[config.mk]
export PLATFORM = sky130hd
export DESIGN_NAME = wb_write_arbiter
export DESIGN_NICKNAME = d
export VERILOG_FILES = /design/src/rtl/wb_write_arbiter.sv
export SDC_FILE = /design/constraint.sdc
export NUM_CORES = 1
export LEC_CHECK = 0
export ABC_AREA = 1
export ABC_CLOCK_PERIOD_IN_PS = 4550
export BUFFER_PORTS_ARGS = -buffer_cell sky130_fd_sc_hd__buf_4
export CAP_MARGIN = 20
export CORE_MARGIN = 1.5
export CORE_UTILIZATION = 35
export CTS_CLUSTER_DIAMETER = 80
export DETAILED_ROUTE_END_ITERATION = 8
export GPL_TIMING_DRIVEN = 0
export SYNTH_ARGS = -nofsm -noshare
export SYNTH_HDL_FRONTEND = slang
export SYNTH_SLANG_ARGS = --single-unit
[constraint.sdc]
create_clock -name clk -period 4.55 [get_ports clk]
set_input_delay 0.6825 -clock clk [delete_from_list [all_inputs] [get_ports clk]]
set_output_delay 0.6825 -clock clk [all_outputs]
set_load 0.05 [all_outputs]
[src/rtl/wb_write_arbiter.sv]
// Sole driver of the register-file write port: merges the non-stallable pipeline
// writeback with a FIFO-buffered long-latency result stream, pipeline first.
module wb_write_arbiter #(
  parameter int DEPTH        = 4,
  parameter int STARVE_LIMIT = 8
) (
  input  logic                     clk,
  input  logic                     rst,
  input  logic                     pipe_we,
  input  logic [4:0]               pipe_wa,
  input  logic [31:0]              pipe_wd,
  input  logic                     lu_valid,
  output logic                     lu_ready,
  input  logic [4:0]               lu_wa,
  input  logic [31:0]              lu_wd,
  input  logic [4:0]               ra1,
  input  logic [4:0]               ra2,
  output logic                     pend1,
  output logic                     pend2,
  output logic                     wb_hold,
  output logic [$clog2(DEPTH):0]   fifo_count,
  output logic                     we3,
  output logic [4:0]               wa3,
  output logic [31:0]              wd3
);

  localparam int AW = $clog2(DEPTH);
  localparam int CW = AW + 1;
  localparam int SW = $clog2(STARVE_LIMIT + 1);

  logic [4:0]    addr_mem [DEPTH];
  logic [31:0]   data_mem [DEPTH];
  logic [AW-1:0] wr_ptr_q, rd_ptr_q;
  logic [CW-1:0] count_q;
  logic [SW-1:0] starve_q, starve_d;
  logic          wb_hold_q;
  logic          we3_q;
  logic [4:0]    wa3_q;
  logic [31:0]   wd3_q;

  logic          pipe_act;
  logic          fifo_nonempty;
  logic          accept;
  logic          push;
  logic          pop;
  logic [DEPTH-1:0] ent_valid, hit1, hit2;

  assign pipe_act      = pipe_we && (pipe_wa != 5'd0);
  assign fifo_nonempty = (count_q != '0);
  // Readiness depends only on registered occupancy, so a same-cycle pop never frees a slot.
  assign lu_ready      = !rst && (count_q != CW'(DEPTH));
  assign accept        = lu_valid && lu_ready;
  assign push          = accept && (lu_wa != 5'd0);
  assign pop           = !pipe_act && fifo_nonempty;

  genvar gi;
  generate
    for (gi = 0; gi < DEPTH; gi++) begin : g_entry
      logic [AW-1:0] offs;
      assign offs          = AW'(gi) - rd_ptr_q;
      assign ent_valid[gi] = ({1'b0, offs} < count_q);
      assign hit1[gi]      = ent_valid[gi] && (addr_mem[gi] == ra1);
      assign hit2[gi]      = ent_valid[gi] && (addr_mem[gi] == ra2);
    end
  endgenerate

  assign pend1 = (ra1 != 5'd0) && ((|hit1) || (accept && (lu_wa == ra1)));
  assign pend2 = (ra2 != 5'd0) && ((|hit2) || (accept && (lu_wa == ra2)));

  always_comb begin
    starve_d = '0;
    if (fifo_nonempty && pipe_act) begin
      starve_d = (starve_q == SW'(STARVE_LIMIT)) ? starve_q : starve_q + 1'b1;
    end
  end

  always_ff @(posedge clk) begin
    if (push) begin
      addr_mem[wr_ptr_q] <= lu_wa;
      data_mem[wr_ptr_q] <= lu_wd;
    end
  end

  always_ff @(posedge clk) begin
    if (rst) begin
      wr_ptr_q  <= '0;
      rd_ptr_q  <= '0;
      count_q   <= '0;
      starve_q  <= '0;
      wb_hold_q <= 1'b0;
      we3_q     <= 1'b0;
      wa3_q     <= 5'd0;
      wd3_q     <= 32'd0;
    end else begin
      if (push) wr_ptr_q <= wr_ptr_q + 1'b1;
      if (pop)  rd_ptr_q <= rd_ptr_q + 1'b1;
      count_q   <= count_q + {{(CW-1){1'b0}}, push} - {{(CW-1){1'b0}}, pop};
      starve_q  <= starve_d;
      wb_hold_q <= (starve_d == SW'(STARVE_LIMIT));
      if (pipe_act) begin
        we3_q <= 1'b1;
        wa3_q <= pipe_wa;
        wd3_q <= pipe_wd;
      end else if (fifo_nonempty) begin
        we3_q <= 1'b1;
        wa3_q <= addr_mem[rd_ptr_q];
        wd3_q <= data_mem[rd_ptr_q];
      end else begin
        we3_q <= 1'b0;
      end
    end
  end

  assign fifo_count = count_q;
  assign wb_hold    = wb_hold_q;
  assign we3        = we3_q;
  assign wa3        = wa3_q;
  assign wd3        = wd3_q;

endmodule

# Word-level counts from Yosys, hierarchy flattened
# Memory sizes are Yosys's and may differ from the RTL's. A register that Yosys moved wholly into a read port is not among the register bits.
# Cells that the tools add are included.
dict set report classes {
  add_sub_neg 9
  order_cmp 4
  n_eq_ne 13
  mux 14
  reduce_logical 30
}
# operator n
set op_table {}
lappend op_table {{32-bit 2-to-1 mux} 2}
lappend op_table {{5-bit == test} 10}
lappend op_table {{5-bit nonzero test} 4}
lappend op_table {{1-bit logical AND} 18}
lappend op_table {{2-bit by 3-bit < comparator with 1-bit output} 4}
lappend op_table {{5-bit 2-to-1 mux} 2}
lappend op_table {{4-bit == test (second input constant)} 2}
lappend op_table {{2-bit 2-to-1 mux} 4}
lappend op_table {{4-bit 2-to-1 mux} 2}
lappend op_table {{4-bit OR reduction} 2}
lappend op_table {{2-bit by 1-bit adder with 2-bit output (second input constant)} 2}
lappend op_table {{4-bit by 1-bit adder with 4-bit output (second input constant)} 1}
lappend op_table {{1-bit 2-to-1 mux} 4}
lappend op_table {{1-bit by 2-bit subtractor with 2-bit output (first input constant)} 2}
lappend op_table {{2-bit subtractor (first input constant)} 2}
lappend op_table {{3-bit by 1-bit adder with 3-bit output} 1}
lappend op_table {{3-bit inequality test (second input constant)} 1}
lappend op_table {{3-bit nonzero test} 1}
lappend op_table {{3-bit by 1-bit subtractor with 3-bit output} 1}
lappend op_table {{1-bit logical NOT} 2}
lappend op_table {{1-bit logical OR} 2}
lappend op_table {{2-bit nonzero test} 1}
dict set report totals {
  register_bits 50
  ramBits 148
  inputBits 88
  output_inout_bits 45
  n_memories 2
}
# memory depth width read_ports rd_clocked_by_memory_dff write_ports line_no
set mem_list {}
lappend mem_list {data_mem 4 32 1 1 1 32} ;# logic [31:0] data_mem [DEPTH];
lappend mem_list {addr_mem 4 5 5 1 1 31} ;# logic [4:0] addr_mem [DEPTH];

# Longest topological paths before layout
dict set report logic_depth {
  word_depth 6
  depth_mapped 11
  mapped_depth_nobuf 11
}

# Worst setup path before layout
# No wires, ideal clock.
dict set report synth_timing {
  kind {register to register}
  start {register count_q[1] (netlist: fifo_count[1])}
  end {memory addr_mem[0][0] (enable)}
  arrival_ns 2.936
  required_ns 4.119
  setup_slack_ns 1.183
  path_stages_with_launch 6
  n_path_buf 0
  period_less_slack_ns 3.367
  cell_sequence {dfxtp_1 inv_1 nand3_1 and3_1 nand2_2 nor2_1}
}
dict set report synth_via {
  elab_chain_len 6
}
# item line_no
set synth_lines {}
lappend synth_lines {{start, declared} 34} ;# logic [CW-1:0] count_q;
lappend synth_lines {{start signal, assigned} 97} ;# count_q <= count_q + {{(CW-1){1'b0}}, push} - {{(CW-1){1'b0}}, pop};
lappend synth_lines {{3-bit inequality test} 51} ;# assign lu_ready = !rst && (count_q != CW'(DEPTH));
lappend synth_lines {{1-bit logical AND} 51}
lappend synth_lines {{1-bit logical AND} 52} ;# assign accept = lu_valid && lu_ready;
lappend synth_lines {{1-bit logical AND} 53} ;# assign push = accept && (lu_wa != 5'd0);
lappend synth_lines {{1-bit 2-to-1 mux} 78} ;# if (push) begin
lappend synth_lines {{1-bit 2-to-1 mux (not written as such)} 79} ;# addr_mem[wr_ptr_q] <= lu_wa;
lappend synth_lines {{end, declared} 31}
# Every way passes these cells.

# Worst setup path after layout
dict set report layout_timing {
  start {register count_q[1] (netlist: fifo_count[1])}
  end {output port pend1}
}
dict set report layout_via {
  elab_chain_len 6
  word_cells_on_any_way 15
  classes_between {4 x order compare; 1 x eq/ne; 10 x reduce/logical}
}
# item line_no
set layout_lines {}
lappend layout_lines {{branches (longest 4 deep; another with 2-bit by 3-bit < comparator with 1-bit output)} -}
lappend layout_lines {{1-bit logical OR *} 67} ;# assign pend1 = (ra1 != 5'd0) && ((|hit1) || (accept && (lu_wa == ra1)));
lappend layout_lines {{1-bit logical AND *} 67}
lappend layout_lines {{end, declared} 18} ;# output logic pend1,
# Every way passes the cells marked *.

==> results.py <==
metrics = {
    "timing": {
        "drv_slew": 0,
        "hold_slack_ps": 445,
        "min_period_over_period": 0.645,
        "max_clock_freq_mhz": 341,
        "max_slew_margin": 0.539,
        "fin_worst_skew_ps": 11.3,
        "worst_slew_pin_slew_ps": 692,
        "setup_viol": 0,
        "hold_viol_final": 0,
        "setup_slack_ps": 1620,
        "min_period_ps": 2930,
        "rsz0062_at_grt": "false",
        "tns_ps": 0,
    },
    "clock_network": {
        "cts_tree": "done",
        "clock_path_buffers": 2,
        "h-tree-depth": 4,
        "cts_resized": 0,
        "numCtsBuffers": 17,
        "hold_buffers": 0,
        "postCtsSetupBuffers": 0,
        "clkLatencyLatePin_ps": 430,
        "cts-root-buf": "clkbuf_16",
        "clkTransAtPathRegs_ps": 70,
        "clock-sinks": 200,
    },
    "status": {
        "status": "finished clean",
    },
    "layout": {
        "final_core_util": 0.444,
        "syn_to_final_growth_pct": 23.3,
        "mostFrequentLayoutCells": "nand2_1 (210), edfxtp_1 (148), buf_4 (125)",
        "layout-drive-gt1-share": 0.214,
        "fill_cells": 2375,
        "final_common_cell": "nand2_1",
        "final_nets": 1107,
        "ff_latch_area_um2": 5490,
        "antenna_cells": 0,
        "multi_input_area_um2": 2890,
    },
    "worst_setup_path": {
        "arrival_ps": 2250,
        "cp_slowest_cell": "dfxtp_1",
        "worst_setup_path_end_kind": "primary output",
        "crit_chain": "inv_1 > ha_1 > nor2_1 > a22oi_1 > nand3_1 > nand3_1 > nor2_1 > nor2_1 > buf_4",
        "path_class": "reg2out",
        "critPathMostFrequentCell": "nor2_1",
        "critPathMaxStageDelay_ps": 390,
        "cp_data_required_time_ps": 3870,
        "critPathMaxFanout": 8,
        "start_kind": "register",
    },
    "routing": {
        "avgViaCountPerCell": 4.96,
        "drc": 0,
        "detail-route-antenna-nets": 0,
        "met3_length_um": 1170,
        "dr.pass1.iters": 5,
        "wl_per_cell_um": 18.1,
        "routed.top_layer": "met4",
        "vias": 6670,
        "drtIter0Drc": 522,
        "wirelength_um": 24400,
        "wl_met2_um": 11700,
        "wl_met1_um": 11200,
    },
    "placement": {
        "dp_hpwl_um": 16500,
        "io_buffers": 122,
        "gp_congestion": 0.877,
        "pre_cts_ws_ps": 1590,
    },
    "flow_run": {
        "maxCapViolCount": 0,
    },
    "floorplan": {
        "core_area_um2": 24500,
        "start_util": 0.360,
        "die-height_um": 162,
        "die_w_um": 162,
        "dieArea_um2": 26200,
        "io_pins": 133,
        "rows": 57,
    },
    "yosys": {
        "synth_seq_cells": 200,
        "syn-instance-count": 862,
        "synth_area_um2": 8830,
        "syn_nets": 962,
        "avgSynthCellArea_um2": 10.2,
        "yosysWarnings": 0,
        "synth_cell_types": 36,
        "synth_seq_area_share": 0.621,
    },
    "global_routing": {
        "grt_usage": 0.187,
        "grt_pass1_vias": 6519,
        "grt_max_degree": 28,
        "antenna_found_initial": 0,
        "grt-ovfl-total": 0,
        "grt_first_pass_wirelength_um": 37000,
    },
    "power": {
        "power_leakage_nw": 4.48,
        "ir_drop_mv": 0.291,
        "power_density_nw_per_um2": 555,
    },
    "hold_path": {
        "hold_class": "in2reg",
    },
}
==> registers in the layout, indices dropped and copies added (netlist names), named ones only <==
signal,flops
wd3,32
rd_ptr_q,2
wa3,5
we3,1
starve_q,4
addr_mem,20
wb_hold,1
wr_ptr_q,2
fifo_count,3
data_mem,128
==> Yosys cell counts (all sizes together) <==
cell type | n | area (um^2)
o21ai | 59 | 295
nor3 | 3 | 15.0
nor3b | 1 | 7.51
o22ai | 8 | 50.1
dfxtp | 52 | 1040
a21oi | 62 | 310
ha | 11 | 138
nor2 | 60 | 241
xnor2 | 9 | 78.8
edfxtp | 148 | 4440
or2 | 10 | 62.6
and3 | 1 | 6.26
a31oi | 24 | 150
nand4 | 4 | 25.0
inv | 54 | 205
fa | 1 | 20.0
xor2 | 22 | 193
nand3b | 2 | 15.0
nand3 | 33 | 170
buf | 36 | 230
o211ai | 10 | 75.1
a22oi | 24 | 180
clkinv | 1 | 3.75
nand2 | 214 | 823
clkbuf | 13 | 50.0
==> logic make-up after synthesis <==
logic type                 Yosys count  share of synthesized area
adders and majority gates           12                     0.0179
buffers and inverters              104                     0.0554
and+or+nand+nor                    328                      0.155
AOI/OAI and AO/OA                  187                      0.120
DFF                                200                      0.621
xor gates and xnor gates            31                     0.0307
==> power by group <==
group          switching (W)  leakage [nW]  total, W  internal [W]
clock network       0.000711         0.301   0.00161      0.000899
registers           0.000111          1.77   0.00228       0.00217
logic                0.00149          2.41   0.00216      0.000674
==> area by class of cell <==
cell class              count  area share
multi-input cells         558       0.265
clock inverters            13      0.0169
inverters                  55      0.0192
repair buffers            126      0.0915
plain buffers              49      0.0257
clock buffers              19      0.0407
flip-flops and latches    200       0.504
well taps                 324      0.0372
==> worst paths after layout <==
| path | to | startpoint | cells after the start | slack, ps |
|---|---|---|---|---|
| setup / recovery | pend1 | fifo_count[1] | 9 | 1620 |
| hold / removal | data_mem[2][5] | lu_wd[5] | 1 | 450 |
| setup reg to reg | fifo_count[2] | fifo_count[1] | 10 | 2050 |
| hold reg to reg | wd3[22] | wd3[22] | 2 | 470 |
==> worst max-delay path, delay by kind of cell (launching register included) <==
kind	cells	cell delay, ps
adders and majority gates	1	350
DFF	1	390
and+or+nand+nor	5	430
AOI/OAI and AO/OA	1	270
buffers and inverters	2	390
==> metrics by stage <==
| stage | total power, W | std cells | area, um^2 |
|---|---|---|---|
| finish | 0.00605 | 1344 | 10900 |
| global route | 0.00633 | 1344 | 10900 |
| CTS | 0.00607 | 1344 | 10900 |
| detailed placement | 0.00448 | 1312 | 10300 |
| global placement | 0.00444 | 1308 | 10200 |
| floorplan | 0.00375 | 862 | 8830 |
==> per-layer routing <==
metal	track usage	up-vias
li1	-	3262
met1	0.248	3201
met2	0.316	182
met3	0.0386	25
met4	0.0442	0
met5	0	-
Note: power is estimated with default switching activity, not from simulation.
